### src/rtl/obstacle_scheduler.sv
// Obstacle spawn scheduler: after each frame update, decides whether a new obstacle is due,
// picks its type from the RNG under speed and duplicate limits, and arms one free slot.
module obstacle_scheduler #(
  parameter int unsigned SLOTS           = 3,
  parameter int unsigned SETTLE          = 4,
  parameter int unsigned MAX_RETRY       = 8,
  parameter int unsigned MAX_DUP         = 2,
  parameter int unsigned SPEED_SCALE     = 1024,
  parameter int unsigned MIN_SPEED_SMALL = 0,
  parameter int unsigned MIN_SPEED_LARGE = 0,
  parameter int unsigned MIN_SPEED_PTERO = (SPEED_SCALE * 17) / 2
) (
  input  logic                  clk,
  input  logic                  rst,
  input  logic                  enable,
  input  logic                  update,
  input  logic                  crash,
  input  logic [14:0]           speed,
  input  logic [10:0]           rng_data,
  input  logic [SLOTS-1:0]      slot_remove,
  input  logic [SLOTS*11-1:0]   slot_x_pos,
  input  logic [SLOTS*10-1:0]   slot_width,
  input  logic [SLOTS*11-1:0]   slot_gap,
  output logic [SLOTS-1:0]      slot_start,
  output logic [1:0]            typ,
  output logic [SLOTS-1:0]      active
);

  localparam int unsigned SEL_W = (SLOTS > 1) ? $clog2(SLOTS) : 1;
  localparam int unsigned CNT_W = $clog2(SETTLE + 1);
  localparam int unsigned RTY_W = $clog2(MAX_RETRY + 1);

  typedef enum logic [1:0] {TY_NONE, TY_SMALL, TY_LARGE, TY_PTERO} type_t;
  typedef enum logic [2:0] {
    S_IDLE, S_WAIT_UPD, S_SETTLE, S_CHECK, S_PICK, S_ARMED, S_CRASHED
  } state_t;

  state_t             state_q, state_d;
  logic [CNT_W-1:0]   cnt_q, cnt_d;
  logic [RTY_W-1:0]   retry_q, retry_d;
  type_t              typ_q, typ_d;
  logic [SEL_W-1:0]   sel_q, sel_d;
  logic [SEL_W-1:0]   last_q;
  logic [SLOTS-1:0]   active_q, active_d;
  type_t              hist_q [MAX_DUP];
  logic               commit;

  logic [10:0]        last_x;
  logic [9:0]         last_w;
  logic [10:0]        last_g;
  logic signed [12:0] reach;
  logic               due;
  logic               free_found;
  logic [SEL_W-1:0]   free_idx;
  type_t              cand;
  logic [14:0]        min_spd;
  logic               dup_all;
  logic               reject;

  always_comb begin
    last_x = '0;
    last_w = '0;
    last_g = '0;
    for (int unsigned i = 0; i < SLOTS; i++) begin
      if (last_q == SEL_W'(i)) begin
        last_x = slot_x_pos[i*11 +: 11];
        last_w = slot_width[i*10 +: 10];
        last_g = slot_gap[i*11 +: 11];
      end
    end
  end

  // Trailing edge of the newest obstacle; x is signed, width and gap are magnitudes.
  assign reach = {{2{last_x[10]}}, last_x} + {3'b000, last_w} + {2'b00, last_g};
  assign due   = (active_q == '0) | ~active_q[last_q] | (reach < 13'sd640);

  always_comb begin
    free_found = 1'b0;
    free_idx   = '0;
    for (int unsigned i = 0; i < SLOTS; i++) begin
      if (!active_q[i] && !free_found) begin
        free_found = 1'b1;
        free_idx   = SEL_W'(i);
      end
    end
  end

  always_comb begin
    cand = type_t'(2'(rng_data % 11'd3) + 2'd1);
    case (cand)
      TY_SMALL: min_spd = 15'(MIN_SPEED_SMALL);
      TY_LARGE: min_spd = 15'(MIN_SPEED_LARGE);
      default:  min_spd = 15'(MIN_SPEED_PTERO);
    endcase
    dup_all = 1'b1;
    for (int unsigned i = 0; i < MAX_DUP; i++) begin
      if (hist_q[i] != cand) dup_all = 1'b0;
    end
    reject = (speed < min_spd) | dup_all;
  end

  always_comb begin
    state_d = state_q;
    cnt_d   = cnt_q;
    retry_d = retry_q;
    typ_d   = typ_q;
    sel_d   = sel_q;
    commit  = 1'b0;
    case (state_q)
      S_IDLE:     if (enable) state_d = S_WAIT_UPD;
      S_WAIT_UPD: if (update) begin
                    state_d = S_SETTLE;
                    cnt_d   = '0;
                  end
      S_SETTLE:   if (cnt_q == CNT_W'(SETTLE - 1)) state_d = S_CHECK;
                  else cnt_d = cnt_q + 1'b1;
      S_CHECK:    if (due && free_found) begin
                    state_d = S_PICK;
                    sel_d   = free_idx;
                  end else begin
                    state_d = S_WAIT_UPD;
                  end
      S_PICK:     if (retry_q == RTY_W'(MAX_RETRY)) begin
                    typ_d   = TY_SMALL;
                    retry_d = '0;
                    state_d = S_ARMED;
                  end else if (reject) begin
                    retry_d = retry_q + 1'b1;
                  end else begin
                    typ_d   = cand;
                    retry_d = '0;
                    state_d = S_ARMED;
                  end
      S_ARMED:    if (update) begin
                    commit  = 1'b1;
                    state_d = S_SETTLE;
                    cnt_d   = '0;
                  end
      default:    state_d = S_CRASHED;
    endcase
    // Disable and crash override everything decided above, including a pending commit.
    if (!enable && state_q != S_CRASHED) begin
      state_d = S_IDLE;
      typ_d   = typ_q;
      commit  = 1'b0;
    end
    if (crash) begin
      state_d = S_CRASHED;
      typ_d   = typ_q;
      commit  = 1'b0;
    end
  end

  always_comb begin
    active_d = active_q;
    if (state_q != S_CRASHED && !crash) begin
      active_d = active_q & ~slot_remove;
      if (commit) active_d[sel_q] = 1'b1;
    end
  end

  always_ff @(posedge clk) begin
    if (rst) begin
      state_q  <= S_IDLE;
      cnt_q    <= '0;
      retry_q  <= '0;
      typ_q    <= TY_NONE;
      sel_q    <= '0;
      last_q   <= '0;
      active_q <= '0;
      for (int unsigned i = 0; i < MAX_DUP; i++) hist_q[i] <= TY_NONE;
    end else begin
      state_q  <= state_d;
      cnt_q    <= cnt_d;
      retry_q  <= retry_d;
      typ_q    <= typ_d;
      sel_q    <= sel_d;
      active_q <= active_d;
      if (commit) begin
        last_q    <= sel_q;
        retry_q   <= '0;
        hist_q[0] <= typ_q;
        for (int unsigned i = 1; i < MAX_DUP; i++) hist_q[i] <= hist_q[i-1];
      end
    end
  end

  always_comb begin
    slot_start = '0;
    for (int unsigned i = 0; i < SLOTS; i++) begin
      slot_start[i] = (state_q == S_ARMED) && (sel_q == SEL_W'(i));
    end
  end

  assign typ    = typ_q;
  assign active = active_q;

endmodule

### config.mk
export PLATFORM = sky130hd
export DESIGN_NAME = obstacle_scheduler
export DESIGN_NICKNAME = d
export VERILOG_FILES = /design/src/rtl/obstacle_scheduler.sv
export SDC_FILE = /design/constraint.sdc
export NUM_CORES = 1
export LEC_CHECK = 0
export ABC_AREA = 1
export ABC_CLOCK_PERIOD_IN_PS = 6710
export BUFFER_PORTS_ARGS = -buffer_cell sky130_fd_sc_hd__buf_2
export CAP_MARGIN = 20
export CORE_ASPECT_RATIO = 0.5
export CORE_MARGIN = 3
export CORE_UTILIZATION = 39
export CTS_CLUSTER_SIZE = 10
export DETAILED_ROUTE_END_ITERATION = 7
export PLACE_DENSITY = 0.69
export SYNTH_ARGS = -nofsm -noshare
export SYNTH_HDL_FRONTEND = slang
export SYNTH_SLANG_ARGS = --single-unit
### constraint.sdc
create_clock -name clk -period 6.71 [get_ports clk]
set_input_delay 1.6775 -clock clk [delete_from_list [all_inputs] [get_ports clk]]
set_output_delay 1.6775 -clock clk [all_outputs]
set_load 0.01 [all_outputs]
Word level (Yosys, flattened, before mapping) --
Memory sizes are Yosys's and may differ from the RTL's. Index checks and enable logic that the tools add are counted.
Cells by class: $add $sub $neg 5, div/mod/pow operators 1, magnitude comparators 5, eq/ne operators 26, muxes and demuxes 49, bitwise logic cells 11, reductions and logical operators 28
Operator list (count):
- two-way mux 11 bit | 6
- two-way mux 3 bit | 11
- two-way mux 10 bit | 3
- two-way mux 1 bit | 17
- less-than comparator 15 bit | 1
- one-hot mux 3 bit (5 select lines) | 1
- two-way mux 14 bit | 1
- adder 12 x 12 -> 13 bit | 1
- less-than comparator 13 x 11 -> 1 bit, second input constant | 1
- adder 11 x 11 -> 12 bit | 1
- AND reduction 4 bit | 3
- remainder unit 11 x 2 -> 11 bit, second input constant | 1
- two-way mux 2 bit | 5
- == test 3 x 2 -> 1 bit, second input constant | 3
- logical AND 1 bit | 9
- two-way mux 4 bit | 2
- inequality test 4 bit, second input constant | 2
- == test 2 x 1 -> 1 bit, second input constant | 3
- == test 2 bit, second input constant | 3
- == test 3 bit, second input constant | 2
- zero test 3 bit | 2
- less-than comparator 2 x 3 -> 1 bit, second input constant | 2
- inequality test 2 bit, second input constant | 3
- inequality test 3 bit, second input constant | 2
- other kinds (25) | 40
Storage, ports and cells: register bits 19, bits in writable memories 4, bits of input ports 130, output and inout bits 8, memories kept 1
Memory list:
- hist_q | words 2, width 2, rd ports 2, clocked after memory_dff 0, write ports 2, RTL line 45 | type_t hist_q [MAX_DUP];

Logic depth before layout (Yosys ltp) --
word-level depth 13, depth in mapped cells 41, depth with buffers taken out 41

Worst setup path before layout --
No wires, ideal clock.
path type input to register, start input port slot_x_pos[3], end register state_q[2], setup time 0.131 ns, arrival 4.828 ns, setup slack 1.751 ns, cell stages on the path 30, buffers on the path 0, cell sequence a22o_1 a21oi_1 fa_1 inv_1 ha_1 a21oi_1 o31ai_1 a21oi_1 inv_1 a21oi_1 inv_1 a21oi_1 inv_1 nand3_1 nand2_1 nand2_1 inv_1 or2_2 nand3_1 nand2_1 xnor2_1 nand3_1 nand3_1 inv_1 nand3_1 o21ai_0 nand2_1 nand2_1 nand2_1 a21oi_2
Between the ends: longest elaborated chain between the ends 12
Ends and longest elaborated chain:
- from (decl) | RTL line 21 | input logic [SLOTS*11-1:0] slot_x_pos,
- two-way mux 11 bit (3 in series) | RTL line 65 | if (last_q == SEL_W'(i)) begin
- adder 11 x 11 -> 12 bit | RTL line 74 | assign reach = {{2{last_x[10]}}, last_x} + {3'b000, last_w} + {2'b00, last_g};
- adder 12 x 12 -> 13 bit | RTL line 74
- less-than comparator 13 x 11 -> 1 bit | RTL line 75 | assign due = (active_q == '0) | ~active_q[last_q] | (reach < 13'sd640);
- OR 1 bit | RTL line 75
- logical AND 1 bit | RTL line 117 | S_CHECK: if (due && free_found) begin
- two-way mux 3 bit | RTL line 117
- one-hot mux 3 bit (5 select lines) | RTL line 109 | case (state_q)
- two-way mux 3 bit | RTL line 142 | if (!enable && state_q != S_CRASHED) begin
- two-way mux 3 bit | RTL line 147 | if (crash) begin
- to (signal assigned) | RTL line 173 | state_q <= state_d;
- to (decl) | RTL line 38 | state_t state_q, state_d;
Every way passes these cells. A chain may end at the register's enable or synchronous reset.

Worst setup path after layout --
start input port slot_gap[3], end register state_q[2]
Between the ends: longest elaborated chain between the ends 11
Ends and longest elaborated chain:
- from (decl) | RTL line 23 | input logic [SLOTS*11-1:0] slot_gap,
- two-way mux 11 bit (3 in series) | RTL line 65
- adder 12 x 12 -> 13 bit | RTL line 74
- less-than comparator 13 x 11 -> 1 bit | RTL line 75
- OR 1 bit | RTL line 75
- logical AND 1 bit | RTL line 117
- two-way mux 3 bit | RTL line 117
- one-hot mux 3 bit (5 select lines) | RTL line 109
- two-way mux 3 bit | RTL line 142
- two-way mux 3 bit | RTL line 147
Every way passes these cells.

==> impl_metrics.tcl <==
set metrics [dict create \
    met2_usage_pct 29.9 \
    cts.sinks 23 \
    htreeDepth 1 \
    required_ns 6.85 \
    numCtsBuffers 3 \
    grt_util_all_layers_pct 17.3 \
    power.switching_mw 0.183 \
    setup_viol 0 \
    port_buffers 128 \
    drive_above_1_share_pct 27.9 \
    ys.warnings.count 0 \
    hpwl_um 6290 \
    crit_family "simple AND/OR/NAND/NOR gates" \
    avgRoutedWirePerCell_um 11.5 \
    use_met3_pct 2.42 \
    drtAntennaViolNets 0 \
    final_cells 662 \
    reg2reg_depth 33 \
    clk_pin_slew_ns 0.06 \
    tightest_slew_ns 0.734 \
    cts_hold_buf 0 \
    critPathArrivalTime_ns 5.42 \
    drt_iter0_drc 148 \
    crit_path_start "slot_gap[3]" \
    post-place-ws_ns 1.17 \
    ctsRootBufferMaster "clkbuf_16" \
    synthesis.area_um2 2840 \
    setup_tns_ns 0 \
    grt_use_met1_pct 23.8 \
    async_reset_ff_share_pct 0 \
    p_leak_nw 1.97 \
    routed-via-count 3209 \
    whs_endpoint "typ[0]$_SDFFE_PP0P_" \
    critical_path_class "primary input to flop" \
    synthFlopType "dfxtp_1" \
    status "complete, no violations" \
    crit_cells 31 \
    yosys.area.top_type "nand2_1" \
    r2r-end "state_q[2]$_SDFFE_PP0P_" \
    finalCriticalPeriod_ns 5.28 \
    syn_inst 446 \
    ys_ff_latch 23 \
    placed_cells 658 \
    multi_input_area_um2 2020 \
    clk_latency_ns 0.26 \
    timing.fmax_mhz 189 \
    drv_cap 0 \
    synthesis.nets 604 \
    wl_um 7630 \
    yosysMostFrequentCell "nand2_1" \
    finalHoldViolCount 0 \
    syn_to_final_growth_pct 28.6 \
    worst-path-buf-inv 7 \
    rsz0062_at_grt "false" \
    rrSetupSlack_ns 1.63 \
    busiest_layer "met2" \
    ir_drop_uv 141 \
    fin_crit_sh_pct 78.8 \
    pwr-share-clk_pct 25.6 \
    critPathSlowestCell "fa_1" \
    diodes 0 \
    fin_ws_ns 1.43 \
    dieArea_um2 8400 \
    seq_area_um2 500 \
    r2r-start "last_q[0]$_SDFFE_PP0P_" \
    drcViolationCount 0 \
    die_h_um 66.3 \
    io_pins 138 \
    hold_depth 2 \
    grt_pass1_vias 2734 \
    crit_path_end_kind "flop" \
    nNetsFinal 729 \
    pwr-share-comb_pct 45.1 \
    pwr-share-seq_pct 29.3 \
    yosysUniqueCellTypes 34 \
    crit_path_max_fanout 5 \
    worstHoldPathType "flop to flop" \
    worstHoldStart "typ[0]$_SDFFE_PP0P_" \
    synth_common_cells "109 x nand2_1, 72 x inv_1, 38 x nor2_1" \
    drtPass1Iterations 4 \
    synth_area_leaders "nand2_1 14%, dfxtp_1 13%, inv_1 9.5%, ha_1 8.4%, fa_1 6.3%" \
    clk_path_buf_depth 2 \
    num-fill-cells 709 \
    cts_tree "built" \
    slowest_delay_ns 0.46 \
    place_congestion 0.796 \
    swShare_pct 36.0 \
    syn-mean-instance-area_um2 6.37 \
    cts_post_setup_buffers_inserted 0 \
    grt-ovfl-total 0 \
    grt_pass1_wl_um 12100 \
    antenna_found_initial 0 \
    start_kind "primary input" \
    finalMaxSlewViolations 0 \
    synth_top_area_share_pct 14.4 \
    power_density_nw_per_um2 139 \
    maxSlewHeadroom_pct 51.0 \
    fin_total_pwr_mw 0.507 \
    start_util_pct 41.4 \
    finClkSkew_ns 0.00524 \
    synth_edf_count 4 \
    synth_seq_area_share_pct 17.6 \
    vias_per_cell 4.85 \
    internal_power_mw 0.325 \
    core_area_um2 6860 \
    rows 21 \
    cts_resized 0 \
    grt_max_degree 24 \
    die_w_um 127 \
]
[flip-flops by register name, summed over array words and instances (netlist names)]
signal,flops
last_q,2
typ,2
cnt_q,3
active,3
sel_q,2
retry_q,4
state_q,3
hist_q,4
[metal layers]
layer,routed length [µm],vias to the layer above,part of all wire (%)
met4,14,0,0.18
li1,-,1733,-
met3,460,2,6.0
met2,3580,73,47
met5,0,-,0
met1,3580,1401,47
[stage by stage]
| stage | instance area (µm²) | hold slack (ns) | utilization, % |
|---|---|---|---|
| final | 3650 | 0.486 | 53.3 |
| after global routing | 3650 | 0.517 | 53.3 |
| after CTS | 3650 | 0.489 | 53.3 |
| after detailed placement | 3570 | 0.480 | 52.1 |
| after global placement | 3570 | 0.484 | 52.1 |
| after floorplan | 2840 | 0.461 | - |
[logic make-up after synthesis]
kind of cell	synth area share (%)
AOI/OAI and AO/OA	21.8
adders and majority gates	14.7
DFF	17.6
buffers and inverters	11.4
and+or+nand+nor	33.3
xor gates and xnor gates	1.23
[worst max-delay path by stage]
stage | to | slack, ns
2_1_floorplan | state_q[2]$_SDFFE_PP0P_ | 1.75
3_3_place_gp | state_q[2]$_SDFFE_PP0P_ | 1.21
3_5_place_dp | state_q[2]$_SDFFE_PP0P_ | 1.17
4_1_cts | state_q[2]$_SDFFE_PP0P_ | 1.43
5_1_grt | state_q[2]$_SDFFE_PP0P_ | 0.95
6_report | state_q[2]$_SDFFE_PP0P_ | 1.43
[power by group through the flow]
stage,registers [mW],logic [mW],clock network (mW)
5_1_grt,0.149,0.266,0.136
6_report,0.149,0.229,0.130
2_1_floorplan,0.151,0.162,0
3_5_place_dp,0.152,0.230,0
4_1_cts,0.148,0.231,0.133
3_3_place_gp,0.151,0.226,0
[tightest hold or removal path, delay by kind of cell (launching register included)]
family / cells / cell delay [ns]
AOI/OAI and AO/OA: 1 / 0.05
DFF: 1 / 0.32
and+or+nand+nor: 1 / 0.07
[placed cells by master (no fill, tap or decap), drive strengths merged]
cell type  Yosys  layout
o221ai        11      11
xnor2          1       1
edfxtp         4       4
nor2          39      39
a31oi          1       1
inv           75      75
o31ai          1       1
or4            1       1
clkinv         1       2
a211oi         3       3
or2            3       3
a21oi         35      35
nand3         43      43
o22ai          3       3
nand4          3       3
a22o          18      18
a22oi          4       4
o21bai         1       1
nand3b         2       2
xor2           3       3
clkbuf        10       3
buf            0     130
fa             9       9
dfxtp         19      19
ha            19      19
o21ai         17      17
nor3           5       5
nand2        115     115
[cell type report]
| type | count | share of cell area, % |
|---|---|---|
| Sequential cell | 23 | 13.7 |
| Inverter | 76 | 7.81 |
| Tap cell | 92 | 3.15 |
| Multi-Input combinational cell | 337 | 55.2 |
| Clock inverter | 1 | 0.137 |
| Clock buffer | 3 | 2.05 |
| Timing Repair Buffer | 130 | 17.9 |
Power figures use the tool's default switching activity.
